[config.mk]
export PLATFORM = sky130hd
export DESIGN_NAME = fifo_uart_tx
export DESIGN_NICKNAME = d
export VERILOG_FILES = /design/src/rtl/fifo_uart_tx.sv
export SDC_FILE = /design/constraint.sdc
export NUM_CORES = 1
export LEC_CHECK = 0
export ABC_AREA = 1
export BUFFER_PORTS_ARGS = -buffer_cell sky130_fd_sc_hd__buf_2
export CAP_MARGIN = 40
export CORE_AREA = 2 2 78 80
export CTS_CLUSTER_SIZE = 12
export DETAILED_ROUTE_END_ITERATION = 10
export DIE_AREA = 0 0 80 82
export GPL_ROUTABILITY_DRIVEN = 0
export GPL_TIMING_DRIVEN = 0
export RECOVER_POWER = 50
export SLEW_MARGIN = 20
export SYNTH_ARGS = -nofsm -noshare
export SYNTH_HDL_FRONTEND = slang
export SYNTH_SLANG_ARGS = --single-unit
[constraint.sdc]
create_clock -name clk -period 2.1 [get_ports clk]
set_clock_uncertainty 0.05 [all_clocks]
set_input_delay 0.105 -clock clk [delete_from_list [all_inputs] [get_ports clk]]
set_output_delay 0.105 -clock clk [all_outputs]
set_load 0.03 [all_outputs]
[src/rtl/fifo_uart_tx.sv]
// rtl/fifo_uart_tx.sv - FIFO-fed UART transmitter; UART_TX_PARITY_EN adds an even parity bit
module fifo_uart_tx #(
    parameter int DATA_WIDTH   = 8,
    parameter int CLKS_PER_BIT = 868
) (
    input  logic                  clk,
    input  logic                  reset,
    input  logic                  enable,
    input  logic                  fifo_empty,
    output logic                  fifo_pop,
    input  logic [DATA_WIDTH-1:0] fifo_data,
    input  logic                  fifo_data_valid,
    output logic                  tx,
    output logic                  busy,
    output logic [15:0]           frames_sent
);
    localparam int BAUD_W = (CLKS_PER_BIT > 1) ? $clog2(CLKS_PER_BIT) : 1;
    localparam int BIT_W  = (DATA_WIDTH > 1) ? $clog2(DATA_WIDTH) : 1;
    localparam logic [BAUD_W-1:0] BAUD_MAX = BAUD_W'(CLKS_PER_BIT - 1);
    localparam logic [BIT_W-1:0]  BIT_MAX  = BIT_W'(DATA_WIDTH - 1);

    typedef enum logic [2:0] {
        IDLE,
        POP,
        WAIT_DATA,
        START,
        DATA,
        STOP
`ifdef UART_TX_PARITY_EN
        , PARITY
`endif
    } state_t;

    state_t                  state;
    state_t                  state_next;
    logic [BAUD_W-1:0]       baud_cnt;
    logic [BIT_W-1:0]        bit_cnt;
    logic [1:0]              wd_cnt;
    logic [DATA_WIDTH-1:0]   shift;
    logic [DATA_WIDTH-1:0]   shift_next;
    logic                    tx_next;
    logic                    baud_last;
    logic                    timed;
`ifdef UART_TX_PARITY_EN
    logic                    parity_bit;
`endif

    assign baud_last = (baud_cnt == BAUD_MAX);
`ifdef UART_TX_PARITY_EN
    assign timed = (state == START) || (state == DATA) || (state == PARITY) || (state == STOP);
`else
    assign timed = (state == START) || (state == DATA) || (state == STOP);
`endif

    always_comb begin
        state_next = state;
        shift_next = shift;
        tx_next    = 1'b1;
        case (state)
            IDLE: begin
                if (enable && !fifo_empty) state_next = POP;
            end
            POP: state_next = WAIT_DATA;
            WAIT_DATA: begin
                // Watchdog: give up after four cycles without a valid word
                if (fifo_data_valid) begin
                    shift_next = fifo_data;
                    state_next = START;
                end else if (wd_cnt == 2'd3) begin
                    state_next = IDLE;
                end
            end
            START: begin
                if (baud_last) state_next = DATA;
            end
            DATA: begin
                if (baud_last) begin
                    shift_next = shift >> 1;
                    if (bit_cnt == BIT_MAX) begin
`ifdef UART_TX_PARITY_EN
                        state_next = PARITY;
`else
                        state_next = STOP;
`endif
                    end
                end
            end
`ifdef UART_TX_PARITY_EN
            PARITY: begin
                if (baud_last) state_next = STOP;
            end
`endif
            STOP: begin
                if (baud_last) state_next = IDLE;
            end
            default: state_next = IDLE;
        endcase

        // tx is registered from the next state so it lines up with the state register
        case (state_next)
            START:   tx_next = 1'b0;
            DATA:    tx_next = shift_next[0];
`ifdef UART_TX_PARITY_EN
            PARITY:  tx_next = parity_bit;
`endif
            default: tx_next = 1'b1;
        endcase
    end

    always_ff @(posedge clk) begin
        if (reset) begin
            state       <= IDLE;
            baud_cnt    <= '0;
            bit_cnt     <= '0;
            wd_cnt      <= 2'd0;
            shift       <= '0;
            tx          <= 1'b1;
            fifo_pop    <= 1'b0;
            busy        <= 1'b0;
            frames_sent <= 16'd0;
`ifdef UART_TX_PARITY_EN
            parity_bit  <= 1'b0;
`endif
        end else begin
            state    <= state_next;
            shift    <= shift_next;
            tx       <= tx_next;
            fifo_pop <= (state_next == POP);
            busy     <= (state_next != IDLE);

            if (!timed || baud_last || (state_next != state)) begin
                baud_cnt <= '0;
            end else begin
                baud_cnt <= baud_cnt + 1'b1;
            end

            wd_cnt <= (state == WAIT_DATA) ? wd_cnt + 2'd1 : 2'd0;

            if (state != DATA) begin
                bit_cnt <= '0;
            end else if (baud_last) begin
                bit_cnt <= bit_cnt + 1'b1;
            end

            if ((state == STOP) && baud_last) begin
                frames_sent <= frames_sent + 16'd1;
            end
`ifdef UART_TX_PARITY_EN
            if ((state == WAIT_DATA) && fifo_data_valid) begin
                parity_bit <= ^fifo_data;
            end
`endif
        end
    end
endmodule

After elaboration in Yosys (flattened, before gate mapping) --
Index checks and enable logic that the tools add are counted. W data, S select, Z words.
Storage, ports and cells: register bits after elaboration 45, input port bits 13, logic and storage cells 57, output and inout bits 19
Operators by class: reductions and logical operators 15, equality and inequality tests 15, multiplexer cells 12, $add $sub $neg 4, bitwise gates (word level) 1
Operators with widths (count):
- $mux W3 | 7
- $pmux W3 S6 | 1
- $add A16 B1 Y16 const B | 1
- $mux W8 | 2
- $pmux W8 S2 | 1
- $eq A3 B3 Y1 const B | 4
- $add A10 B1 Y10 const B | 1
- $eq A10 B10 Y1 const B | 1
- $eq A3 B2 Y1 const B | 3
- $eq A3 B1 Y1 const B | 2
- $reduce_or A2 Y1 | 3
- $logic_or A1 B1 Y1 | 4
- $ne A2 B2 Y1 const B | 2
- $add A3 B1 Y3 const B | 1
- $logic_not A3 Y1 | 1
- $ne A3 B3 Y1 | 1
- $ne A3 B3 Y1 const B | 1
- $reduce_and A3 Y1 | 1
- $reduce_bool A3 Y1 | 1
- $add A2 B1 Y2 const B | 1
- $eq A2 B2 Y1 const B | 1
- $logic_and A1 B1 Y1 | 2
- $logic_not A1 Y1 | 2
- $pmux W1 S2 | 1
- other kinds (2) | 2

Logic depth before layout (Yosys ltp) --
depth after elaboration 7, depth in mapped cells 11, mapped depth without buffers 11

Worst setup path before layout --
OpenSTA, ideal clock, no wires.
path kind register to register, start register frames_sent[0], end register frames_sent[14], library setup time 0.132 ns, data required time 1.918 ns, buffers on the path 0, slack 0.550 ns, cell stages (with the launch flop) 8, arrival 1.368 ns, period minus slack after synthesis 1.550 ns, cells stage by stage dfxtp_1 -> ha_1 -> nand3_1 -> nor2_1 -> nand3_1 -> xor2_1 -> nand2_1 -> a21oi_1
Between the ends: word-level cells in the longest chain between the ends 1
Ends and longest elaborated chain:
- start: declaration | RTL line 15 | output logic [15:0] frames_sent
- start signal: assignment | RTL line 146 | frames_sent <= frames_sent + 16'd1;
- $add A16 B1 Y16 | RTL line 146
Every way passes these cells. A chain may end at the register's enable or synchronous reset.

Final worst setup path --
start register baud_cnt[0], end register frames_sent[3]
Between the ends: word-level cells in the longest chain between the ends 2
Ends and longest elaborated chain:
- start: declaration | RTL line 36 | logic [BAUD_W-1:0] baud_cnt;
- start signal: assignment | RTL line 134 | baud_cnt <= baud_cnt + 1'b1;
- $eq A10 B10 Y1 | RTL line 48 | assign baud_last = (baud_cnt == BAUD_MAX);
- $logic_and A1 B1 Y1 | RTL line 145 | if ((state == STOP) && baud_last) begin
Every way passes these cells.

==> run metrics <==
footprint of the multi-input gates=1110 um^2; layout net count=368; drc violations=0; synth warn=0; Setup Total Neg Slack=0 ns; vias after detailed routing=2,005; reg2reg end=frames_sent[3]; Tcrit/Tclk final=78.6%; reg2reg start=baud_cnt[0]; fmax=606 MHz; measured slew at the worst slew-check pin=0.503 ns; register area=roughly 900 um^2; share of cells above drive strength 1=a little under a tenth; H-tree Lvls=2; flops & latches, synth=45; Data arrival, critical path=1.80 ns; post-synth cell types=31; hold crit path type=in2reg; grt total ovfl=0; largest net degree at the start of global routing=14; number of fillers in the final layout=roughly 630; diodes inserted=0; GRT Util Overall=15.3%; first-pass GRT wire length=about 7.9 mm; Seq/Total Area, Yosys=40.7%; Post-CTS Resized=0; R2R cell count=9; Post-Synthesis Cells=312; Hold Crit Start=fifo_data[6]; Worst slew margin=66.5%; I/O pin total=32; initial antenna violation count=0; post-synthesis net count=330; Routed WL=4.64 mm; crit path time final=1.65 ns; routed len/inst=around 11 um; DR iter-0 viols=55; worst setup path end=frames_sent[3]; Initial Utilization=38.5%; CP startpoint kind=flop; pwr dens=634 nW/um^2; Area growth, synth to finish=14.9%; ANT nets after route=0; maxcap violations=0; vias per cell=between 4 and 5; slowest stage cell, crit path=dfxtp_1; cts hold-fix bufs=1; Longest Clk Path Bufs=2; TritonCTS clock tree=yes; final setup violation count=0; crit-path max cell delay=0.36 ns; clk sinks=45; Post-Syn Area per Cell=7.09 um^2; vias in the first global route=1,846; Critical Path RT=roughly 2.3 ns; clk_lat worst skew=roughly 0.30 ns; Final HPWL DP=about 3.5 mm; CP Capture Type=flop; Die Wd=80 um; final core occ=44.3%; postcts setup bufs=0; Crit Path Max Fanout=10; CP startpoint=baud_cnt[0]; core footprint=5750 um^2; Reg2Reg Setup Slack=approximately 0.45 ns; Clk pin slew, worst setup/hold paths=around 0.080 ns; critical path cell sequence=ha_1 -> nand2_1 -> nor2_4 -> nand2_4 -> nor2_8 -> inv_2 -> buf_6 -> nor3_2 -> nor2_1; Root Driver=clkbuf_8; total CTS buffers=5; outcome=finished, final reports clean; Pre-antenna DRT Iters=4; cell leakage power=0.000971 uW; RSZ-0062 raised after global routing=no; die footprint=6560 um^2; row cnt=28; final hold vios=0; final slew viol count=0; Crit Path Category=reg2reg; synthesized area=2210 um^2; VDD IR-drop max=0.000329 V; PortBufs=30; die height=82 um
cell families after synthesis:
logic type	share of synthesized area, %
AOI/OAI and AO/OA	9.67
xor gates and xnor gates	4.75
adders and majority gates	2.83
buffers and inverters	8.88
DFF	40.7
and+or+nand+nor	33.1
power by group:
group / total, uW / switching [uW] / internal, uW
clock: 588 / 290 / 298
sequential: 886 / 9.64 / 876
combinational: 140 / 94.9 / 44.7
registers in the layout, summed over array words and instances, names as in the netlist, 2 cells and up:
register and flops:
wd_cnt 2, baud_cnt 10, state 3, frames_sent 16, shift 8, bit_cnt 3
layout make-up:
cell class | count | share of cell area (%)
Multi-Input combinational cell | 219 | 43.8
Sequential cell | 45 | 35.4
Inverter | 42 | 6.20
Timing Repair Buffer | 31 | 5.36
Clock buffer | 7 | 3.79
Tap cell | 75 | 3.69
Buffer | 6 | 1.48
Clock inverter | 1 | 0.197
synthesized netlist by cell type:
cell type,n,area share (%)
nor3b_1,2,0.68
xor2_1,10,4.0
clkbuf_1,3,0.51
nor2_8,1,0.91
nand2_2,1,0.28
nand3_2,1,0.45
clkinv_1,2,0.34
nor2_2,1,0.28
and3_1,1,0.28
xnor2_1,2,0.79
o21ai_1,2,0.45
buf_6,2,1.0
inv_1,39,6.6
a21oi_1,21,4.8
nor2_4,2,1.0
o21ai_0,7,1.6
inv_2,1,0.17
o21a_1,1,0.34
nand2_1,86,15
nand4_1,6,1.7
ha_1,5,2.8
nor3_2,1,0.45
buf_2,1,0.23
or2_2,2,0.57
a31oi_1,7,2.0
nand2_4,1,0.51
nand3_1,19,4.3
dfxtp_1,45,41
nor3_1,9,2.0
nor2_1,30,5.1
o211ai_2,1,0.57
worst min path at each step:
stage / endpoint / slack [ns] / depth (start not counted)
6_report: shift[6] / 0.02 / 3
5_1_grt: shift[3] / 0.02 / 3
4_1_cts: shift[6] / 0.01 / 3
3_5_place_dp: shift[7] / 0.32 / 3
3_3_place_gp: shift[7] / 0.32 / 3
2_1_floorplan: shift[7] / 0.20 / 2
critical path: cells and delay by family, from the launching register on:
kind                     cells  cell delay [ns]
adder cells (fa/ha/maj)      1             0.19
flip-flops                   1             0.36
buffers and inverters        2             0.23
AND/OR/NAND/NOR              6             0.73
layer usage:
metal  global-route usage (%)  vias up  routed length, um
met3                     3.74       10                186
met5                        0        -                  0
met4                     6.10        0                 81
li1                         -     1067                  -
met1                     17.4      895               2090
met2                     27.4       33               2280
cells in the final DEF (no fill, tap or decap), types with 5 or more instances in the layout:
cell type,n
nor2_1,30
a21oi_1,21
clkbuf_8,7
inv_1,39
nand2_1,86
clkbuf_1,23
ha_1,5
buf_2,11
nand3_1,19
nand4_1,6
a31oi_1,7
dfxtp_1,45
o21ai_0,7
nor3_1,9
xor2_1,10
through the flow:
step	worst slack, ns	cells	area (um^2)	hold WS, ns	power (uW)
after floorplan	0.550	312	2210	0.204	1010
after global placement	0.464	417	2460	0.322	1050
after detailed placement	0.433	417	2460	0.322	1050
after CTS	0.422	426	2570	0.0104	1650
after global routing	0.255	426	2540	0.0194	1710
final	0.449	426	2540	0.0195	1610
Power figures use the tool's default switching activity.
